[src/rtl/pipe_out_transmitter_pkg.sv]
// Shared constants and helpers for the okPipeOut transmit path.
package pipe_out_transmitter_pkg;

    localparam logic [15:0] FILL_WORD_DEFAULT   = 16'hDEAD;
    localparam int          BLOCK_WORDS_DEFAULT = 512;

    // Host endpoint address bases used by this slice of the design.
    localparam logic [7:0]  PIPE_OUT_BASE_ADDR  = 8'hA0;
    localparam logic [7:0]  WIRE_OUT_BASE_ADDR  = 8'h20;

    // Prefetch buffer occupancy; only three legal values exist.
    typedef enum logic [1:0] {
        OCC_EMPTY = 2'd0,
        OCC_ONE   = 2'd1,
        OCC_FULL  = 2'd2
    } occ_e;

    // Increment that sticks at all-ones instead of wrapping.
    function automatic logic [15:0] sat_inc16(input logic [15:0] value);
        logic [15:0] result;
        if (value == 16'hFFFF) begin
            result = value;
        end else begin
            result = value + 16'd1;
        end
        return result;
    endfunction

endpackage

[src/rtl/pipe_out_transmitter_if.sv]
// Source FIFO read port and okPipeOut endpoint signals.
interface pipe_out_transmitter_if #(
    parameter int COUNT_WIDTH = 11
);
    logic                   ep_read;
    logic [15:0]            ep_datain;
    logic [15:0]            src_data;
    logic                   src_valid;
    logic                   src_ready;
    logic [COUNT_WIDTH-1:0] src_count;

    // Environment side: host strobe and FIFO head.
    modport master (
        output ep_read, src_data, src_valid, src_count,
        input  ep_datain, src_ready
    );

    // Transmitter side.
    modport slave (
        input  ep_read, src_data, src_valid, src_count,
        output ep_datain, src_ready
    );
endinterface

[src/rtl/pipe_out_transmitter_prefetch.sv]
// Two-entry prefetch buffer (head + spare) fed from a FWFT FIFO.
module pipe_out_prefetch
    import pipe_out_transmitter_pkg::*;
(
    input  logic        clk,
    input  logic        rst,
    input  logic [15:0] src_data,
    input  logic        src_valid,
    input  logic        consume,
    output logic        src_ready,
    output logic [15:0] head,
    output logic [1:0]  occ,
    output logic        empty,
    output logic        starve
);

    occ_e        occ_r;
    occ_e        occ_n_s;
    logic [15:0] head_r;
    logic [15:0] head_n_s;
    logic [15:0] spare_r;
    logic [15:0] spare_n_s;
    logic        load_s;
    logic        pop_s;

    assign src_ready = (occ_r != OCC_FULL);
    assign empty     = (occ_r == OCC_EMPTY);
    assign load_s    = src_valid & src_ready;
    assign pop_s     = consume & ~empty;
    // A consume that finds nothing buffered hands the host the fill word.
    assign starve    = consume & empty;
    assign head      = head_r;
    assign occ       = occ_r;

    // Buffer and occupancy registers.
    always_ff @(posedge clk or posedge rst) begin
        if (rst) begin
            occ_r   <= OCC_EMPTY;
            head_r  <= 16'h0000;
            spare_r <= 16'h0000;
        end else begin
            occ_r   <= occ_n_s;
            head_r  <= head_n_s;
            spare_r <= spare_n_s;
        end
    end

    // Next buffer contents from the load/consume combination.
    always_comb begin
        occ_n_s   = occ_r;
        head_n_s  = head_r;
        spare_n_s = spare_r;
        case (occ_r)
            OCC_EMPTY: begin
                if (load_s) begin
                    head_n_s = src_data;
                    occ_n_s  = OCC_ONE;
                end else begin
                    occ_n_s  = OCC_EMPTY;
                end
            end
            OCC_ONE: begin
                if (load_s && pop_s) begin
                    head_n_s = src_data;
                end else if (load_s) begin
                    spare_n_s = src_data;
                    occ_n_s   = OCC_FULL;
                end else if (pop_s) begin
                    head_n_s = spare_r;
                    occ_n_s  = OCC_EMPTY;
                end else begin
                    occ_n_s  = OCC_ONE;
                end
            end
            OCC_FULL: begin
                if (pop_s) begin
                    head_n_s = spare_r;
                    occ_n_s  = OCC_ONE;
                end else begin
                    occ_n_s  = OCC_FULL;
                end
            end
            default: begin
                occ_n_s = OCC_EMPTY;
            end
        endcase
    end

endmodule

[src/rtl/pipe_out_transmitter.sv]
// ti_clk transmit engine: prefetch into okPipeOut, block and underflow stats.
module pipe_out_transmitter
    import pipe_out_transmitter_pkg::*;
#(
    parameter int          COUNT_WIDTH = 11,
    parameter int          BLOCK_WORDS = BLOCK_WORDS_DEFAULT,
    parameter logic [15:0] FILL_WORD   = FILL_WORD_DEFAULT
) (
    input  logic                  ti_clk,
    input  logic                  ti_rst,
    pipe_out_transmitter_if.slave bus,
    input  logic                  clear_stats,
    output logic [15:0]           tx_available,
    output logic                  underflow,
    output logic [15:0]           underflow_count,
    output logic                  block_done,
    output logic [15:0]           block_count
);

    localparam int               IDX_W    = (BLOCK_WORDS > 1) ? $clog2(BLOCK_WORDS) : 1;
    localparam logic [IDX_W-1:0] LAST_IDX = IDX_W'(BLOCK_WORDS - 1);

    logic                   read_d_r;
    logic [IDX_W-1:0]       word_idx_r;
    logic [15:0]            tx_available_r;
    logic                   underflow_r;
    logic [15:0]            underflow_count_r;
    logic                   block_done_r;
    logic [15:0]            block_count_r;

    logic [15:0]            head_s;
    logic [1:0]             occ_s;
    logic                   empty_s;
    logic                   starve_s;
    logic                   src_ready_s;
    logic                   last_word_s;
    logic [COUNT_WIDTH-1:0] src_count_s;
    logic [31:0]            tx_sum_s;
    logic [15:0]            tx_next_s;

    pipe_out_prefetch u_prefetch (
        .clk       (ti_clk),
        .rst       (ti_rst),
        .src_data  (bus.src_data),
        .src_valid (bus.src_valid),
        .consume   (read_d_r),
        .src_ready (src_ready_s),
        .head      (head_s),
        .occ       (occ_s),
        .empty     (empty_s),
        .starve    (starve_s)
    );

    // Data is a register mux only, so ep_read never reaches ep_datain combinationally.
    assign bus.ep_datain = empty_s ? FILL_WORD : head_s;
    assign bus.src_ready = src_ready_s;

    assign src_count_s = bus.src_count;
    assign tx_sum_s    = 32'(src_count_s) + {30'd0, occ_s};
    assign tx_next_s   = (tx_sum_s > 32'h0000_FFFF) ? 16'hFFFF : tx_sum_s[15:0];
    assign last_word_s = read_d_r & (word_idx_r == LAST_IDX);

    assign tx_available    = tx_available_r;
    assign underflow       = underflow_r;
    assign underflow_count = underflow_count_r;
    assign block_done      = block_done_r;
    assign block_count     = block_count_r;

    // The word shown during the cycle after a read strobe is the one consumed.
    always_ff @(posedge ti_clk or posedge ti_rst) begin
        if (ti_rst) begin
            read_d_r <= 1'b0;
        end else begin
            read_d_r <= bus.ep_read;
        end
    end

    // Word position within the current host block; counts starved reads too.
    always_ff @(posedge ti_clk or posedge ti_rst) begin
        if (ti_rst) begin
            word_idx_r <= '0;
        end else if (last_word_s) begin
            word_idx_r <= '0;
        end else if (read_d_r) begin
            word_idx_r <= word_idx_r + IDX_W'(1);
        end else begin
            word_idx_r <= word_idx_r;
        end
    end

    // Block completion pulse and wrapping block counter.
    always_ff @(posedge ti_clk or posedge ti_rst) begin
        if (ti_rst) begin
            block_done_r  <= 1'b0;
            block_count_r <= 16'h0000;
        end else begin
            block_done_r <= last_word_s;
            if (clear_stats) begin
                block_count_r <= 16'h0000;
            end else if (last_word_s) begin
                block_count_r <= block_count_r + 16'd1;
            end else begin
                block_count_r <= block_count_r;
            end
        end
    end

    // Sticky starvation flag and saturating starved-read counter.
    always_ff @(posedge ti_clk or posedge ti_rst) begin
        if (ti_rst) begin
            underflow_r       <= 1'b0;
            underflow_count_r <= 16'h0000;
        end else if (clear_stats) begin
            underflow_r       <= 1'b0;
            underflow_count_r <= 16'h0000;
        end else if (starve_s) begin
            underflow_r       <= 1'b1;
            underflow_count_r <= sat_inc16(underflow_count_r);
        end else begin
            underflow_r       <= underflow_r;
            underflow_count_r <= underflow_count_r;
        end
    end

    // Words obtainable by the host: FIFO occupancy plus prefetched words.
    always_ff @(posedge ti_clk or posedge ti_rst) begin
        if (ti_rst) begin
            tx_available_r <= 16'h0000;
        end else begin
            tx_available_r <= tx_next_s;
        end
    end

endmodule

[src/flat_wrapper.sv]
// flat-port wrapper written by rule: the top's interface ports become plain ports
module pipe_out_transmitter_flat import pipe_out_transmitter_pkg::*;
#(
    parameter int          COUNT_WIDTH = 11,
    parameter int          BLOCK_WORDS = BLOCK_WORDS_DEFAULT,
    parameter logic [15:0] FILL_WORD   = FILL_WORD_DEFAULT
)
  (ti_clk, ti_rst, clear_stats, tx_available, underflow, underflow_count, block_done, block_count, bus_ep_read, bus_src_data, bus_src_valid, bus_src_count, bus_ep_datain, bus_src_ready);
  pipe_out_transmitter_if #(.COUNT_WIDTH(COUNT_WIDTH)) bus_i ();
  input  logic ti_clk;
  input  logic ti_rst;
  input  logic clear_stats;
  output logic [15:0] tx_available;
  output logic underflow;
  output logic [15:0] underflow_count;
  output logic block_done;
  output logic [15:0] block_count;
  input wire logic [$bits(bus_i.ep_read)-1:0] bus_ep_read;
  input wire logic [$bits(bus_i.src_data)-1:0] bus_src_data;
  input wire logic [$bits(bus_i.src_valid)-1:0] bus_src_valid;
  input wire logic [$bits(bus_i.src_count)-1:0] bus_src_count;
  output wire logic [$bits(bus_i.ep_datain)-1:0] bus_ep_datain;
  output wire logic [$bits(bus_i.src_ready)-1:0] bus_src_ready;
  assign bus_i.ep_read = bus_ep_read;
  assign bus_i.src_data = bus_src_data;
  assign bus_i.src_valid = bus_src_valid;
  assign bus_i.src_count = bus_src_count;
  assign bus_ep_datain = bus_i.ep_datain;
  assign bus_src_ready = bus_i.src_ready;
  pipe_out_transmitter #(.COUNT_WIDTH(COUNT_WIDTH), .BLOCK_WORDS(BLOCK_WORDS), .FILL_WORD(FILL_WORD)) u_core (.ti_clk(ti_clk), .ti_rst(ti_rst), .bus(bus_i), .clear_stats(clear_stats), .tx_available(tx_available), .underflow(underflow), .underflow_count(underflow_count), .block_done(block_done), .block_count(block_count));
endmodule
[config.mk]
export PLATFORM = sky130hd
export DESIGN_NAME = pipe_out_transmitter_flat
export DESIGN_NICKNAME = d
export VERILOG_FILES = /design/src/rtl/pipe_out_transmitter_pkg.sv /design/src/rtl/pipe_out_transmitter_if.sv /design/src/rtl/pipe_out_transmitter_prefetch.sv /design/src/rtl/pipe_out_transmitter.sv /design/src/flat_wrapper.sv
export SDC_FILE = /design/constraint.sdc
export NUM_CORES = 1
export LEC_CHECK = 0
export CAP_MARGIN = 10
export CORE_ASPECT_RATIO = 1.25
export CORE_UTILIZATION = 48
export CTS_BUF_LIST = sky130_fd_sc_hd__clkbuf_4
export CTS_CLUSTER_SIZE = 24
export DETAILED_ROUTE_END_ITERATION = 10
export PLACE_DENSITY_LB_ADDON = 0.1
export SLEW_MARGIN = 20
export SYNTH_ARGS = -nofsm -noshare
export SYNTH_HDL_FRONTEND = slang
export SYNTH_SLANG_ARGS = --single-unit
export TNS_END_PERCENT = 1
[constraint.sdc]
create_clock -name ti_clk -period 2.8 [get_ports ti_clk]
set_input_delay 0.42 -clock ti_clk [delete_from_list [all_inputs] [get_ports ti_clk]]
set_output_delay 0.42 -clock ti_clk [all_outputs]
set_load 0.02 [all_outputs]
==> results of run 1 <==
cell usage after synthesis (5+ instances only):
| cell | n |
|---|---|
| clkbuf_1 | 17 |
| nand2b_1 | 5 |
| xnor2_1 | 13 |
| nor2_1 | 23 |
| a21oi_1 | 17 |
| dfrtp_1 | 90 |
| nand2_1 | 23 |
| nor3_1 | 13 |
| and4_1 | 5 |
| ha_1 | 11 |
| nand3_1 | 33 |
| xor2_1 | 8 |
| inv_1 | 14 |
| nand4_1 | 10 |
| or3_1 | 10 |
| a22o_1 | 19 |
| o2bb2ai_1 | 17 |
| o21ai_0 | 13 |
| or2_2 | 14 |
| nor2b_1 | 11 |
| nor4_1 | 5 |
| mux2_2 | 19 |
worst max-delay path, cell delays in order, from the launching register on:
cell             delay [ns]
dfrtp_1                0.44
inv_1                  0.13
ha_4                   0.21
buf_4                  0.19
or2_2                  0.31
clkdlybuf4s50_1        0.54
per-layer routing:
layer | vias up | share of wire [%] | global-route usage (%)
met5 | - | 0 | 0
met1 | 1803 | 44 | 30.1
met4 | 0 | 1.1 | 8.25
met2 | 92 | 50 | 35.1
met3 | 11 | 4.4 | 4.47
li1 | 1793 | - | -
what timing repair did:
action                                  4_1_cts  5_1_grt
pin swaps                                     0        0
cloned                                        0        0
gates resized for setup                       2        1
endpoints found under the setup margin       11        8
power breakdown:
group	internal, mW	total [mW]	switching, mW	leakage (nW)
Sequential	1.62	1.81	0.191	1.15
Combinational	1.09	2.28	1.19	1.10
Clock	0.195	0.646	0.451	0.0644
layout make-up:
type / count / area (µm²) / area share, %
multi-input combinational: 318 / 2170 / 37.5
clock inverter: 6 / 42.5 / 0.735
inverter: 14 / 53.8 / 0.930
timing repair buffer: 105 / 1040 / 17.9
sequential: 90 / 2250 / 39.0
clock buffer: 10 / 75.1 / 1.30
tap: 123 / 154 / 2.66
state kept, by name (all words and copies together), names as in the netlist:
name	count
u_core.block_count	16
u_core.u_prefetch.head	16
u_core.u_prefetch.spare_r	16
u_core.underflow_count	16
u_core.tx_available	12
u_core.word_idx_r	9
u_core.u_prefetch.occ	2
u_core.block_done	1
u_core.read_d_r	1
u_core.underflow	1
through the flow:
stage / power [mW] / utilization, % / hold slack (ns) / instances / setup WS (ns)
floorplan: 3.27 / - / 0.451 / 446 / 0.0447
global placement: 4.04 / 61.6 / 0.481 / 650 / 0.408
detailed placement: 4.08 / 61.6 / 0.485 / 650 / 0.327
CTS: 4.78 / 63.0 / 0.280 / 666 / 0.0158
global route: 5.05 / 63.1 / 0.300 / 666 / 0.000490
finish: 4.73 / 63.1 / 0.307 / 666 / 0.141
kinds of logic after synthesis:
kind of cell	after synthesis	synth area share, %
xor gates and xnor gates	21	4.04
and+or+nand+nor	169	20.1
AOI/OAI and AO/OA	92	14.5
DFF	90	49.4
buffers and inverters	38	3.51
adders and majority gates	12	3.46
muxes	20	4.91
other	1	0.0823
final timing paths:
check	from	to	slack [ns]	cells past startpoint
worst max-delay path	u_core.u_prefetch.occ[0]	bus_ep_datain[15]	0.14	5
worst min-delay path	ti_rst	u_core.underflow_count[15]	0.31	2
worst max register to register	u_core.word_idx_r[0]	u_core.block_count[15]	0.32	8
worst min register to register	u_core.u_prefetch.head[1]	u_core.u_prefetch.head[1]	0.51	1
max in group asynchronous	ti_rst	u_core.u_prefetch.spare_r[11]	1.86	3
min in group ti_clk	bus_ep_read	u_core.read_d_r	0.43	1
==> flow_metrics.py, run 1 <==
metrics = {
    "layout": {
        "nets": 582,
        "nFillCells": 809,
        "final_layout_size_suffix_gt1_share_pct": 11.8,
        "final_cell_area_um2": 5780,
        "area_delta_synth_final_pct": 26.9,
        "layout_common_cells": "clkdlybuf4s50_1 (94), dfrtp_1 (89), nand3_1 (33), nand2_1 (23), nor2_1 (23)",
        "antennaDiodeCount": 0,
        "final_common_cell": "clkdlybuf4s50_1",
    },
    "global_routing": {
        "grt_pass1_vias": 3620,
        "grtUsageTotal_pct": 22.3,
        "overflow": 0,
        "grt_max_degree": 39,
        "grt_pass1_wl_um": 17200,
        "antenna_found_initial": 0,
    },
    "clock_network": {
        "postCtsSetupRepairBufs": 0,
        "max-clock-path-buffers": 2,
        "postCtsHoldBufs": 0,
        "cts_num_sinks": 90,
        "cts_tree": "done",
        "htreeDepth": 3,
        "root_buffer": "clkbuf_4",
        "clkLatencyLatePin_ns": 0.44,
        "cts_inserted_buffers": 9,
        "clkTransAtPathRegs_ns": 0.14,
    },
    "logic_synthesis": {
        "ys_types": 53,
        "synth_flop_cell": "dfrtp_1",
        "synth_largest_type_area_fraction_pct": 49.4,
        "yosys-top-cells-area": "dfrtp_1 (49%), mux2_2 (4.7%), a22o_1 (3.7%)",
        "ys_warn_count": 0,
        "avgSynthCellArea_um2": 10.3,
        "netlist_instances": 443,
        "ys_seq_area_share_pct": 49.4,
        "synth_top_cell_by_area": "dfrtp_1",
        "ys_ff_latch": 90,
        "synthArstFlopShare_pct": 100,
        "synth_edf_count": 0,
        "syn_area_um2": 4560,
    },
    "setup_path": {
        "worstSetupStartpointType": "register",
        "crit_arrival_ns": 2.24,
        "critPathKind": "reg -> out",
        "worstSetupEndpointType": "output port",
        "required_ns": 2.38,
        "critPathMaxFanout": 16,
    },
    "status": {
        "outcome": "completed",
    },
    "detailed_routing": {
        "drtIter0Drc": 141,
        "via_per_inst": 5.55,
        "first_pass_iters": 4,
        "totalWireLength_um": 10000,
        "drc_errors": 0,
        "final_antenna_net_count": 0,
        "wire_per_inst_um": 15.0,
        "vias": 3699,
    },
    "hold_path": {
        "hp-class": "in -> async",
    },
    "floorplanning": {
        "rows": 39,
        "start_util_pct": 49.7,
        "die_w_um": 89.2,
        "coreArea_um2": 9170,
        "ioPinCount": 99,
        "dieArea_um2": 9890,
        "die_height_um": 111,
    },
    "timing": {
        "finalSetupViolCount": 0,
        "rsz0062_at_grt": "no",
        "worst_clock_skew_ns": 0.0191,
        "period_minus_slack_ns": 2.66,
        "hold_viol": 0,
        "slew_headroom_pct": 31.0,
        "fmax_mhz": 376,
        "tightest_slew_ns": 1.03,
        "finalMaxSlewViolations": 0,
        "final.setup.tns_ns": 0,
        "fin_crit_sh_pct": 95.0,
    },
    "placed_design": {
        "hpwlAfterDp_um": 7440,
        "gp_congestion": 0.880,
        "postPlaceCellArea_um2": 5650,
        "io_buffers": 94,
    },
    "pwr": {
        "p_per_area_nw_per_um2": 818,
        "peakVddDrop_v": 0.000562,
        "p_leak_nw": 2.32,
    },
    "job": {
        "maxCapViolations": 0,
    },
}
No activity file was read; power rests on OpenSTA's default activity.
==> run 2: changes to the inputs <==
--- a/config.mk
+++ b/config.mk
@@ -12,6 +12,7 @@
 export CTS_CLUSTER_SIZE = 24
 export DETAILED_ROUTE_END_ITERATION = 10
 export PLACE_DENSITY_LB_ADDON = 0.1
+export REMOVE_ABC_BUFFERS = 1
 export SLEW_MARGIN = 20
 export SYNTH_ARGS = -nofsm -noshare
 export SYNTH_HDL_FRONTEND = slang
==> flow_metrics.py, run 2 (synthesis results as in run 1) <==
metrics = {
    "timing": {
        "timing.final.ws_setup_ns": 0.107,
        "rsz0062_at_grt": "no",
        "hold_viol": 0,
        "slew_headroom_pct": 54.7,
        "final.setup.tns_ns": 0,
        "worst_clock_skew_ns": 0.0168,
        "finalSetupViolCount": 0,
        "fin_crit_sh_pct": 96.2,
        "worst_hold_slack_ns": 0.369,
        "fmax_mhz": 371,
        "tightest_slew_ns": 0.678,
        "finalMaxSlewViolations": 0,
        "period_minus_slack_ns": 2.69,
    },
    "detailed_routing": {
        "vias": 3803,
        "totalWireLength_um": 10200,
        "wire_per_inst_um": 15.2,
        "drc_errors": 0,
        "drtIter0Drc": 197,
        "final_antenna_net_count": 0,
        "via_per_inst": 5.66,
        "first_pass_iters": 4,
    },
    "pwr": {
        "p_leak_nw": 2.37,
        "p_per_area_nw_per_um2": 823,
        "power_mw": 4.80,
        "peakVddDrop_v": 0.000516,
    },
    "setup_path": {
        "worstSetupStartpointType": "register",
        "critPathMaxFanout": 16,
        "critPathKind": "reg -> out",
        "crit_arrival_ns": 2.27,
        "required_ns": 2.38,
        "worstSetupEndpointType": "output port",
    },
    "status": {
        "outcome": "completed",
    },
    "layout": {
        "seqCellArea_um2": 2250,
        "final_layout_size_suffix_gt1_share_pct": 12.4,
        "layout_common_cells": "clkdlybuf4s50_1 (92), dfrtp_1 (89), nand3_1 (33), nand2_1 (23), nor2_1 (23)",
        "fin_util_pct": 63.6,
        "final_common_cell": "clkdlybuf4s50_1",
        "final_cell_area_um2": 5830,
        "multi_input_comb_area_um2": 2160,
        "nFillCells": 801,
        "final_cell_count_no_fill": 672,
        "nets": 587,
        "area_delta_synth_final_pct": 27.9,
    },
    "placed_design": {
        "io_buffers": 94,
        "gp_congestion": 0.814,
        "dp_slack_ns": 0.320,
        "postPlaceCellArea_um2": 5680,
        "place_inst": 654,
        "hpwlAfterDp_um": 7250,
    },
    "clock_network": {
        "cts_inserted_buffers": 9,
        "root_buffer": "clkbuf_4",
        "cts_num_sinks": 90,
        "htreeDepth": 3,
        "clkTransAtPathRegs_ns": 0.14,
        "clkLatencyLatePin_ns": 0.44,
        "cts_tree": "done",
        "max-clock-path-buffers": 2,
    },
    "global_routing": {
        "grt-busiest-layer": "met2",
        "overflow": 0,
        "grtUsageTotal_pct": 22.1,
        "grt_max_degree": 37,
        "grt_pass1_vias": 3646,
        "grt_use_met2_pct": 35.9,
        "antenna_found_initial": 1,
        "grtUsageMet1_pct": 28.5,
        "met3_usage_pct": 3.95,
        "grt_pass1_wl_um": 17100,
    },
    "floorplanning": {
        "start_util_pct": 49.7,
        "coreArea_um2": 9170,
        "die_w_um": 89.2,
        "die_height_um": 111,
        "rows": 39,
        "ioPinCount": 99,
        "dieArea_um2": 9890,
    },
    "job": {
        "maxCapViolations": 0,
    },
    "hold_path": {
        "hp-class": "in -> async",
    },
}
run 2: cell count changes in the layout (fill, tap and decap cells not counted):
cell	before	now
buf_4	10	15
clkdlybuf4s50_1	94	92
clkinv_2	2	4
dlymetal6s2s_1	0	2
bufinv_16	0	1
clkinv_4	2	1
clkinvlp_4	1	0
diode_2	0	1
ha_1	10	11
ha_4	1	0
inv_6	1	0
run 2: worst paths after layout:
| path | to | slack (ns) | depth (start not counted) | from |
|---|---|---|---|---|
| max reg2reg | u_core.block_count[15] | 0.31 | 8 | u_core.word_idx_r[0] |
| min | u_core.word_idx_r[7] | 0.37 | 2 | ti_rst |
| max in group asynchronous | u_core.u_prefetch.occ[1] | 1.77 | 3 | ti_rst |
| min in group ti_clk | u_core.read_d_r | 0.40 | 1 | bus_ep_read |
| max | bus_ep_datain[10] | 0.11 | 5 | u_core.u_prefetch.occ[0] |
| min reg2reg | u_core.u_prefetch.head[0] | 0.52 | 1 | u_core.u_prefetch.head[0] |
run 2: final cells by class:
class                   instances  share of cell area, %
flip-flops and latches         90                   38.6
multi-input cells             318                   37.0
repair buffers                110                   18.5
well taps                     123                   2.64
clock buffers                  10                   1.29
clock inverters                 6                  0.987
inverters                      14                  0.923
diodes                          1                 0.0429
run 2: critical path, cell delays in order, from the launching register on:
cell and delay [ns]:
dfrtp_1 0.44, inv_1 0.10, ha_1 0.26, buf_4 0.21, or2_2 0.29, clkdlybuf4s50_1 0.54
run 2: what timing repair did:
action | in CTS | in global routing
gates resized for setup | 0 | 3
setup endpoints to repair | 0 | 11
setup buffers | 0 | 1
hold buffers | 0 | 0
run 2: metal layers:
layer	vias up	routed length, µm
met5	-	0
met4	0	145
met3	13	444
met2	90	5200
met1	1884	4450
li1	1816	-
run 2: report_power, final:
group	total, mW	switching [mW]	leakage, nW	internal [mW]
Sequential	1.81	0.189	1.15	1.62
Clock	0.705	0.428	0.0776	0.277
Combinational	2.28	1.20	1.14	1.09
